<file path="src/rtl/rv_alu_pkg.sv">
// ---------------------------------------------------------------------------
// rv_alu_pkg
// Shared types and constants for the RV32I ALU decoder:
//   - alu_op_e      : 4-bit ALU operation code driven to the execute stage
//   - opcode/funct3/funct7 encodings used by the decoder
//   - dec_ctrl_t    : decoded control bundle (everything except the
//                     immediate, whose width follows the decoder parameter N)
//   - skid_state_e  : occupancy states of the 2-entry output skid buffer
// ---------------------------------------------------------------------------
package rv_alu_pkg;

    typedef enum logic [3:0] {
        ALU_ADD  = 4'b0000,
        ALU_SUB  = 4'b0001,
        ALU_AND  = 4'b0010,
        ALU_OR   = 4'b0011,
        ALU_XOR  = 4'b0100,
        ALU_SLT  = 4'b0101,
        ALU_SRA  = 4'b0110,
        ALU_SRL  = 4'b0111,
        ALU_SLL  = 4'b1000,
        ALU_SLTU = 4'b1001
    } alu_op_e;

    // Major opcodes (instr[6:0])
    localparam logic [6:0] OPC_OP     = 7'b0110011;
    localparam logic [6:0] OPC_OP_IMM = 7'b0010011;
    localparam logic [6:0] OPC_LUI    = 7'b0110111;
    localparam logic [6:0] OPC_AUIPC  = 7'b0010111;
    localparam logic [6:0] OPC_BRANCH = 7'b1100011;

    // funct3 for OP / OP-IMM
    localparam logic [2:0] F3_ADD_SUB = 3'b000;
    localparam logic [2:0] F3_SLL     = 3'b001;
    localparam logic [2:0] F3_SLT     = 3'b010;
    localparam logic [2:0] F3_SLTU    = 3'b011;
    localparam logic [2:0] F3_XOR     = 3'b100;
    localparam logic [2:0] F3_SR      = 3'b101;
    localparam logic [2:0] F3_OR      = 3'b110;
    localparam logic [2:0] F3_AND     = 3'b111;

    // funct3 values with no branch instruction assigned
    localparam logic [2:0] F3_BR_RSV0 = 3'b010;
    localparam logic [2:0] F3_BR_RSV1 = 3'b011;

    // funct7: base encoding and the alternate (sub / sra) encoding
    localparam logic [6:0] F7_ZERO = 7'b0000000;
    localparam logic [6:0] F7_ALT  = 7'b0100000;

    typedef struct packed {
        alu_op_e    alu_op;
        logic [4:0] rd;
        logic [4:0] rs1;
        logic [4:0] rs2;
        logic       src1_pc;
        logic       src2_imm;
        logic       rd_we;
        logic       is_branch;
        logic       illegal;
        logic [2:0] br_cond;
    } dec_ctrl_t;

    typedef enum logic [1:0] {
        SKID_EMPTY = 2'd0,
        SKID_ONE   = 2'd1,
        SKID_TWO   = 2'd2
    } skid_state_e;

endpackage

</file>
<file path="src/rtl/rv_dec_skid.sv">
// ---------------------------------------------------------------------------
// rv_dec_skid
// Two-entry skid buffer with fully registered outputs. An accepted word is
// visible on out_data_o the cycle after acceptance; with out_ready_i high it
// sustains one word per cycle. in_ready_o is a register, low only when both
// entries are occupied.
// Ports:
//   clk, rst          : clock, synchronous active-high reset
//   in_valid_i/o_ready: upstream handshake, in_data_i [W-1:0]
//   out_valid_o       : head entry present, out_data_o [W-1:0]
//   out_ready_i       : downstream accepts the head entry
// ---------------------------------------------------------------------------
module rv_dec_skid
    import rv_alu_pkg::*;
#(
    parameter int W = 8
) (
    input  logic         clk,
    input  logic         rst,
    input  logic         in_valid_i,
    output logic         in_ready_o,
    input  logic [W-1:0] in_data_i,
    output logic         out_valid_o,
    input  logic         out_ready_i,
    output logic [W-1:0] out_data_o
);

    skid_state_e  state_q;
    logic [W-1:0] head_q;      // entry presented downstream
    logic [W-1:0] tail_q;      // overflow entry, valid only in SKID_TWO
    logic         in_ready_q;
    logic         out_valid_q;

    logic in_xfer;
    logic out_xfer;

    assign in_xfer  = in_valid_i & in_ready_q;
    assign out_xfer = out_valid_q & out_ready_i;

    // NOTE: all state here is updated with non-blocking assignments so every
    // register samples values from before the edge, independent of statement order.
    // NOTE: the payload registers are reset as well, because the decoded
    // outputs must read as zero after reset, not just be marked invalid.
    always_ff @(posedge clk) begin
        if (rst) begin
            state_q     <= SKID_EMPTY;
            head_q      <= '0;
            tail_q      <= '0;
            in_ready_q  <= 1'b1;
            out_valid_q <= 1'b0;
        end else begin
            case (state_q)
                SKID_EMPTY: begin
                    if (in_xfer) begin
                        head_q      <= in_data_i;
                        out_valid_q <= 1'b1;
                        state_q     <= SKID_ONE;
                    end
                end
                SKID_ONE: begin
                    if (in_xfer && out_xfer) begin
                        // Head leaves while the new word replaces it.
                        head_q <= in_data_i;
                    end else if (in_xfer) begin
                        tail_q     <= in_data_i;
                        in_ready_q <= 1'b0;
                        state_q    <= SKID_TWO;
                    end else if (out_xfer) begin
                        out_valid_q <= 1'b0;
                        state_q     <= SKID_EMPTY;
                    end
                end
                SKID_TWO: begin
                    // in_ready is low here, so only the drain can happen.
                    if (out_xfer) begin
                        head_q     <= tail_q;
                        in_ready_q <= 1'b1;
                        state_q    <= SKID_ONE;
                    end
                end
                default: begin
                    state_q     <= SKID_EMPTY;
                    in_ready_q  <= 1'b1;
                    out_valid_q <= 1'b0;
                end
            endcase
        end
    end

    assign in_ready_o  = in_ready_q;
    assign out_valid_o = out_valid_q;
    assign out_data_o  = head_q;

endmodule

</file>
<file path="src/rtl/rv_alu_decode.sv">
// ---------------------------------------------------------------------------
// rv_alu_decode
// RV32I ALU-instruction decoder: combinational decode of OP, OP-IMM, LUI and
// AUIPC (plus BRANCH when RV_DEC_BRANCH_EN is defined) into an ALU control
// bundle, registered through a 2-entry skid buffer (rv_dec_skid).
// Configuration macro: RV_DEC_BRANCH_EN -- enables BRANCH decode; when
// undefined BRANCH is illegal and br_cond is constant 0.
// Ports:
//   clk, rst              : clock, synchronous active-high reset
//   in_valid/in_ready     : instruction handshake, instr [31:0]
//   out_valid/out_ready   : decoded-bundle handshake
//   alu_op [3:0]          : ALU operation (rv_alu_pkg::alu_op_e encoding)
//   rd, rs1, rs2 [4:0]    : register indices
//   imm [N-1:0]           : sign-extended immediate
//   src1_pc, src2_imm     : operand selects
//   rd_we, is_branch      : write-back enable, branch marker
//   illegal               : instruction not decodable here
//   br_cond [2:0]         : branch funct3 for the downstream flag compare
// ---------------------------------------------------------------------------
module rv_alu_decode
    import rv_alu_pkg::*;
#(
    parameter int N = 32
) (
    input  logic         clk,
    input  logic         rst,
    input  logic         in_valid,
    output logic         in_ready,
    input  logic [31:0]  instr,
    output logic         out_valid,
    input  logic         out_ready,
    output logic [3:0]   alu_op,
    output logic [4:0]   rd,
    output logic [4:0]   rs1,
    output logic [4:0]   rs2,
    output logic [N-1:0] imm,
    output logic         src1_pc,
    output logic         src2_imm,
    output logic         rd_we,
    output logic         is_branch,
    output logic         illegal,
    output logic [2:0]   br_cond
);

    localparam int CTRL_W = $bits(dec_ctrl_t);
    localparam int PAY_W  = CTRL_W + N;

    logic [6:0]  opcode;
    logic [2:0]  funct3;
    logic [6:0]  funct7;
    dec_ctrl_t   ctrl_d;
    logic [31:0] imm32_d;
    logic [N-1:0] imm_d;

    assign opcode = instr[6:0];
    assign funct3 = instr[14:12];
    assign funct7 = instr[31:25];

    // NOTE: every field gets a default before the case so no path through
    // this block leaves a signal unassigned (which would infer a latch).
    always_comb begin
        ctrl_d        = '0;
        ctrl_d.alu_op = ALU_ADD;
        ctrl_d.rd     = instr[11:7];
        ctrl_d.rs1    = instr[19:15];
        ctrl_d.rs2    = instr[24:20];
        imm32_d       = '0;

        case (opcode)
            OPC_OP: begin
                ctrl_d.rd_we   = 1'b1;
                // Only add/sub and srl/sra accept the alternate funct7.
                ctrl_d.illegal = (funct7 != F7_ZERO);
                case (funct3)
                    F3_ADD_SUB: begin
                        ctrl_d.alu_op  = (funct7 == F7_ALT) ? ALU_SUB : ALU_ADD;
                        ctrl_d.illegal = (funct7 != F7_ZERO) && (funct7 != F7_ALT);
                    end
                    F3_SR: begin
                        ctrl_d.alu_op  = (funct7 == F7_ALT) ? ALU_SRA : ALU_SRL;
                        ctrl_d.illegal = (funct7 != F7_ZERO) && (funct7 != F7_ALT);
                    end
                    F3_SLL:  ctrl_d.alu_op = ALU_SLL;
                    F3_SLT:  ctrl_d.alu_op = ALU_SLT;
                    F3_SLTU: ctrl_d.alu_op = ALU_SLTU;
                    F3_XOR:  ctrl_d.alu_op = ALU_XOR;
                    F3_OR:   ctrl_d.alu_op = ALU_OR;
                    default: ctrl_d.alu_op = ALU_AND;
                endcase
            end
            OPC_OP_IMM: begin
                ctrl_d.rd_we    = 1'b1;
                ctrl_d.src2_imm = 1'b1;
                imm32_d         = {{20{instr[31]}}, instr[31:20]};
                case (funct3)
                    F3_SLL: begin
                        ctrl_d.alu_op  = ALU_SLL;
                        imm32_d        = {27'd0, instr[24:20]};
                        ctrl_d.illegal = (funct7 != F7_ZERO);
                    end
                    F3_SR: begin
                        ctrl_d.alu_op  = (funct7 == F7_ALT) ? ALU_SRA : ALU_SRL;
                        imm32_d        = {27'd0, instr[24:20]};
                        ctrl_d.illegal = (funct7 != F7_ZERO) && (funct7 != F7_ALT);
                    end
                    // There is no subi: funct3 000 is always add.
                    F3_ADD_SUB: ctrl_d.alu_op = ALU_ADD;
                    F3_SLT:     ctrl_d.alu_op = ALU_SLT;
                    F3_SLTU:    ctrl_d.alu_op = ALU_SLTU;
                    F3_XOR:     ctrl_d.alu_op = ALU_XOR;
                    F3_OR:      ctrl_d.alu_op = ALU_OR;
                    default:    ctrl_d.alu_op = ALU_AND;
                endcase
            end
            OPC_LUI: begin
                ctrl_d.rd_we    = 1'b1;
                ctrl_d.src2_imm = 1'b1;
                ctrl_d.rs1      = 5'd0;   // x0 + imm
                imm32_d         = {instr[31:12], 12'd0};
            end
            OPC_AUIPC: begin
                ctrl_d.rd_we    = 1'b1;
                ctrl_d.src1_pc  = 1'b1;
                ctrl_d.src2_imm = 1'b1;
                imm32_d         = {instr[31:12], 12'd0};
            end
`ifdef RV_DEC_BRANCH_EN
            OPC_BRANCH: begin
                ctrl_d.alu_op    = ALU_SUB;
                ctrl_d.is_branch = 1'b1;
                ctrl_d.br_cond   = funct3;
                imm32_d          = {{19{instr[31]}}, instr[31], instr[7],
                                    instr[30:25], instr[11:8], 1'b0};
                ctrl_d.illegal   = (funct3 == F3_BR_RSV0) || (funct3 == F3_BR_RSV1);
            end
`endif
            default: begin
                ctrl_d.illegal = 1'b1;
            end
        endcase

        // An illegal word must never write back or redirect control flow.
        if (ctrl_d.illegal) begin
            ctrl_d.rd_we     = 1'b0;
            ctrl_d.is_branch = 1'b0;
        end
    end

    // Sign-extend (or truncate) the 32-bit immediate to the datapath width.
    generate
        if (N == 32) begin : g_imm_eq
            assign imm_d = imm32_d;
        end else if (N > 32) begin : g_imm_ext
            assign imm_d = {{(N-32){imm32_d[31]}}, imm32_d};
        end else begin : g_imm_trunc
            assign imm_d = imm32_d[N-1:0];
        end
    endgenerate

    logic [PAY_W-1:0] pay_in;
    logic [PAY_W-1:0] pay_out;
    dec_ctrl_t        ctrl_q;

    assign pay_in = {ctrl_d, imm_d};

    rv_dec_skid #(
        .W (PAY_W)
    ) u_skid (
        .clk         (clk),
        .rst         (rst),
        .in_valid_i  (in_valid),
        .in_ready_o  (in_ready),
        .in_data_i   (pay_in),
        .out_valid_o (out_valid),
        .out_ready_i (out_ready),
        .out_data_o  (pay_out)
    );

    assign ctrl_q    = dec_ctrl_t'(pay_out[PAY_W-1:N]);
    assign imm       = pay_out[N-1:0];
    assign alu_op    = ctrl_q.alu_op;
    assign rd        = ctrl_q.rd;
    assign rs1       = ctrl_q.rs1;
    assign rs2       = ctrl_q.rs2;
    assign src1_pc   = ctrl_q.src1_pc;
    assign src2_imm  = ctrl_q.src2_imm;
    assign rd_we     = ctrl_q.rd_we;
    assign is_branch = ctrl_q.is_branch;
    assign illegal   = ctrl_q.illegal;
    assign br_cond   = ctrl_q.br_cond;

endmodule

</file>
<file path="config.mk">
export PLATFORM = sky130hd
export DESIGN_NAME = rv_alu_decode
export DESIGN_NICKNAME = d
export VERILOG_FILES = /design/src/rtl/rv_alu_pkg.sv /design/src/rtl/rv_dec_skid.sv /design/src/rtl/rv_alu_decode.sv
export SDC_FILE = /design/constraint.sdc
export NUM_CORES = 1
export LEC_CHECK = 0
export BUFFER_PORTS_ARGS = -buffer_cell sky130_fd_sc_hd__buf_2
export CAP_MARGIN = 20
export CORE_ASPECT_RATIO = 0.6
export CORE_MARGIN = 3
export CORE_UTILIZATION = 30
export DETAILED_ROUTE_END_ITERATION = 12
export PLACE_DENSITY_LB_ADDON = 0.1
export SYNTH_ARGS = -nofsm -noshare
export SYNTH_HDL_FRONTEND = slang
export SYNTH_SLANG_ARGS = --single-unit
</file>
<file path="constraint.sdc">
create_clock -name clk -period 2.1 [get_ports clk]
set_clock_uncertainty 0.05 [all_clocks]
set_input_delay 0.42 -clock clk [delete_from_list [all_inputs] [get_ports clk]]
set_output_delay 0.42 -clock clk [all_outputs]
set_load 0.1 [all_outputs]
</file>
==> qor.log <==
INFO  clock_tree     root_buffer=sky130_fd_sc_hd__clkbuf_16
INFO  route          wl_per_cell=17.0um
INFO  outcome        outcome=completed
INFO  clock_tree     ctsHtreeMaxLevel=4
INFO  clock_tree     cts_tree=built
INFO  sta            max_clock_freq=576MHz
INFO  clock_tree     numCtsBuffers=17
INFO  sta            slew_viol_final=0
INFO  final_layout   filler_cell_count=1705
INFO  route          route.detailed.drc=0
INFO  power          power_per_standard_cell_area=1170nW/um2
INFO  critical_path  critPathTopFamily=flip-flops
INFO  place          hpwl=10.8mm
INFO  die            initial_core_util=30.9%
INFO  critical_path  rrSetupSlack=0.36ns
INFO  logic_synthesis yosysWarnings=0
INFO  grt            grtUsageTotal=17.5%
INFO  final_layout   area.sequential=2280um2
INFO  clock_tree     cts_repair_resize_count=0
INFO  critical_path  critPathMostFrequentCell=sky130_fd_sc_hd__nor2_1
INFO  grt            pin_count_of_the_biggest_net_entering_global_routing=59
INFO  sta            report.final.setup_viol=0
INFO  clock_tree     clock_tree.buffer_depth=2
INFO  clock_tree     post_cts.repair.setup_buffers=0
INFO  route          detail_route.first_pass.iterations=5
INFO  critical_path  end_kind=register
INFO  sta            timing.final.hold_violations=0
INFO  sta            max_slew_margin=63.9%
INFO  route          wirelength=16.3mm
INFO  final_layout   layout-area-overhead-vs-synth=26.0%
INFO  critical_path  cp_data_required_time=2.36ns
INFO  min_path       hold_path.class=in -> reg
INFO  grt            grt_overflow=0
INFO  die            placementRows=36
INFO  power          fin_total_pwr=0.00749W
INFO  route          antenna_left=0
INFO  die            die_width=174um
INFO  place          io_buffers=92
INFO  final_layout   total_nets_final=754
INFO  critical_path  crit_buf_inv=1
INFO  logic_synthesis ys_seq_elements=114
INFO  logic_synthesis postSynthCellCount=649
INFO  critical_path  crit_chain=nand2b_1, nor2_1, a21o_2, buf_12, nor2_1, a311oi_1
INFO  power          p_leak=2.42nW
INFO  sta            period_utilisation_layout=82.6%
INFO  grt            grt_antenna_before_repair=1
INFO  run            max_cap_violations=0
INFO  logic_synthesis synthesis.area_per_instance=7.82um2
INFO  grt            first_pass_grt_wire_length=25.4mm
INFO  route          route.detailed.vias_per_inst=5.18
INFO  clock_tree     clock_transition_at_the_registers_of_the_reported_paths=0.06ns
INFO  die            dieArea=18600um2
INFO  sta            setup_repair_after_global_routing_missed_its_margin=false
INFO  logic_synthesis sequential_cell_area_fraction_in_the_yosys_report=45.0%
INFO  power          worst_ir_drop_vdd=562uV
INFO  route          drt_first_iter_violations=354
INFO  critical_path  timing_worst_setup_path_type=reg -> reg
INFO  critical_path  slowest_delay=0.50ns
INFO  grt            first_global_vias=4554
INFO  clock_tree     clock_latency=0.42ns
INFO  final_layout   post_route_cells_drive_above_1_share=21.5%
INFO  clock_tree     hold_buf_count_cts=0
INFO  sta            setup_total_negative_slack=0ns
INFO  die            coreArea=16400um2
INFO  route          vias_after_detailed_routing=4960
INFO  die            die_height=107um
INFO  sta            timing_worst_slew_pin_value=0.546ns
INFO  critical_path  cp_data_arrival_time=1.99ns
INFO  place          gpl.final_weighted_congestion=0.797
INFO  logic_synthesis yosys.cell_types.count=46
INFO  critical_path  crit_path_start_kind=register
INFO  final_layout   diodes=0
INFO  logic_synthesis synth_area=5070um2
INFO  final_layout   multi_input_area=2460um2
INFO  critical_path  crit_fanout=50
INFO  clock_tree     numClockSinks=114
INFO  die            top_level_ports=97
INFO  sta            fin_crit=1.74ns
INFO  critical_path  cpMaxStageDelayCell=sky130_fd_sc_hd__dfxtp_1
INFO  final_layout   final_core_utilization=39.0%
==> cell usage after synthesis, drive strengths merged <==
cell type | n | share of area [%]
a21boi | 1 | 0.15
mux2 | 1 | 0.22
a21o | 1 | 0.15
nor3b | 3 | 0.44
o21ai | 41 | 4.0
nand4 | 4 | 0.49
nor2b | 6 | 0.74
o22a | 1 | 0.17
nand3b | 2 | 0.30
a41oi | 1 | 0.17
a311oi | 16 | 2.8
dfxtp | 114 | 45
and4bb | 1 | 0.25
nand3 | 40 | 4.1
clkbuf | 31 | 2.3
inv | 3 | 0.22
o31ai | 1 | 0.15
nor3 | 4 | 0.59
buf | 37 | 4.4
and4 | 1 | 0.17
nand2b | 5 | 0.62
a31oi | 7 | 0.86
xnor2 | 1 | 0.17
o21bai | 2 | 0.30
a211oi | 38 | 5.6
and2 | 2 | 0.25
and3 | 1 | 0.12
nor4 | 7 | 0.99
o221ai | 1 | 0.17
a31o | 1 | 0.17
conb | 1 | 0.074
a21oi | 118 | 12
and3b | 1 | 0.17
nor2 | 54 | 4.0
o2111ai | 2 | 0.35
nand2 | 97 | 7.2
o211a | 1 | 0.20
a32o | 1 | 0.20
==> logic make-up after synthesis <==
family          after synthesis  synth area share, %
compound gates              233                 27.1
xor+xnor                      1                0.173
buf+inv                      71                 6.95
flops                       114                 45.0
mux                           1                0.222
other cells                   1               0.0739
simple gates                228                 20.5
==> layer usage <==
metal / wire (um) / global-route usage [%] / share of wire [%]
met1: 8490 / 25.8 / 52
met2: 6550 / 23.7 / 40
met3: 1100 / 5.48 / 6.8
met4: 142 / 5.68 / 0.87
met5: 7 / 0 / 0.043
==> final cells by class <==
cell class / count / area share, %
Sequential cell: 114 / 35.7
Inverter: 3 / 0.176
Timing Repair Buffer: 115 / 11.1
Tap cell: 228 / 4.46
Clock inverter: 10 / 2.86
Clock buffer: 20 / 7.14
Multi-Input combinational cell: 467 / 38.6
==> worst reg2reg max path, stage by stage (launching register included) <==
cell and delay, ns:
sky130_fd_sc_hd__dfxtp_1 0.50, sky130_fd_sc_hd__nand2b_1 0.17, sky130_fd_sc_hd__nor2_1 0.16, sky130_fd_sc_hd__a21o_2 0.18, sky130_fd_sc_hd__buf_12 0.23, sky130_fd_sc_hd__nor2_1 0.09, sky130_fd_sc_hd__a311oi_1 0.25
==> layout by cell type (no fill, tap or decap), drive strengths merged, types with 4 or more instances in the layout <==
| cell type | n |
|---|---|
| clkinv | 5 |
| o21ai | 41 |
| dfxtp | 114 |
| conb | 4 |
| a21oi | 118 |
| nor4 | 7 |
| nand4 | 4 |
| a31oi | 7 |
| nor2b | 6 |
| nand2b | 5 |
| bufinv | 5 |
| a311oi | 16 |
| nand3 | 40 |
| nor2 | 54 |
| nor3 | 4 |
| clkbuf | 20 |
| a211oi | 38 |
| buf | 115 |
| nand2 | 97 |
==> worst paths after layout <==
check | from | to | cells past startpoint
setup / recovery | u_skid.state_q[1] | u_skid.out_data_o[40] | 6
hold / removal | instr[10] | u_skid.tail_q[53] | 3
setup reg to reg | u_skid.state_q[1] | u_skid.out_data_o[40] | 6
hold reg to reg | u_skid.tail_q[5] | u_skid.tail_q[5] | 2
==> metrics by stage <==
step	instance area (um2)	worst slack, ns	hold slack [ns]	std cells
2_1_floorplan	5090	0.190	0.382	652
3_3_place_gp	5750	0.124	0.390	927
3_5_place_dp	5750	0.0612	0.395	927
4_1_cts	6390	0.337	0.187	957
5_1_grt	6390	0.158	0.198	957
6_report	6390	0.365	0.204	957
==> where the power goes <==
group | total [W] | internal, W | switching (W)
clock | 0.00318 | 0.00215 | 0.00103
combinational | 0.00189 | 0.000329 | 0.00156
sequential | 0.00242 | 0.00233 | 0.0000934
==> sequential cells by signal, summed over array words and instances, names as in the netlist <==
register	flops
u_skid.in_ready_o	1
u_skid.out_data_o	55
u_skid.out_valid_o	1
u_skid.state_q	2
u_skid.tail_q	55
No activity file was read; power rests on OpenSTA's default activity.
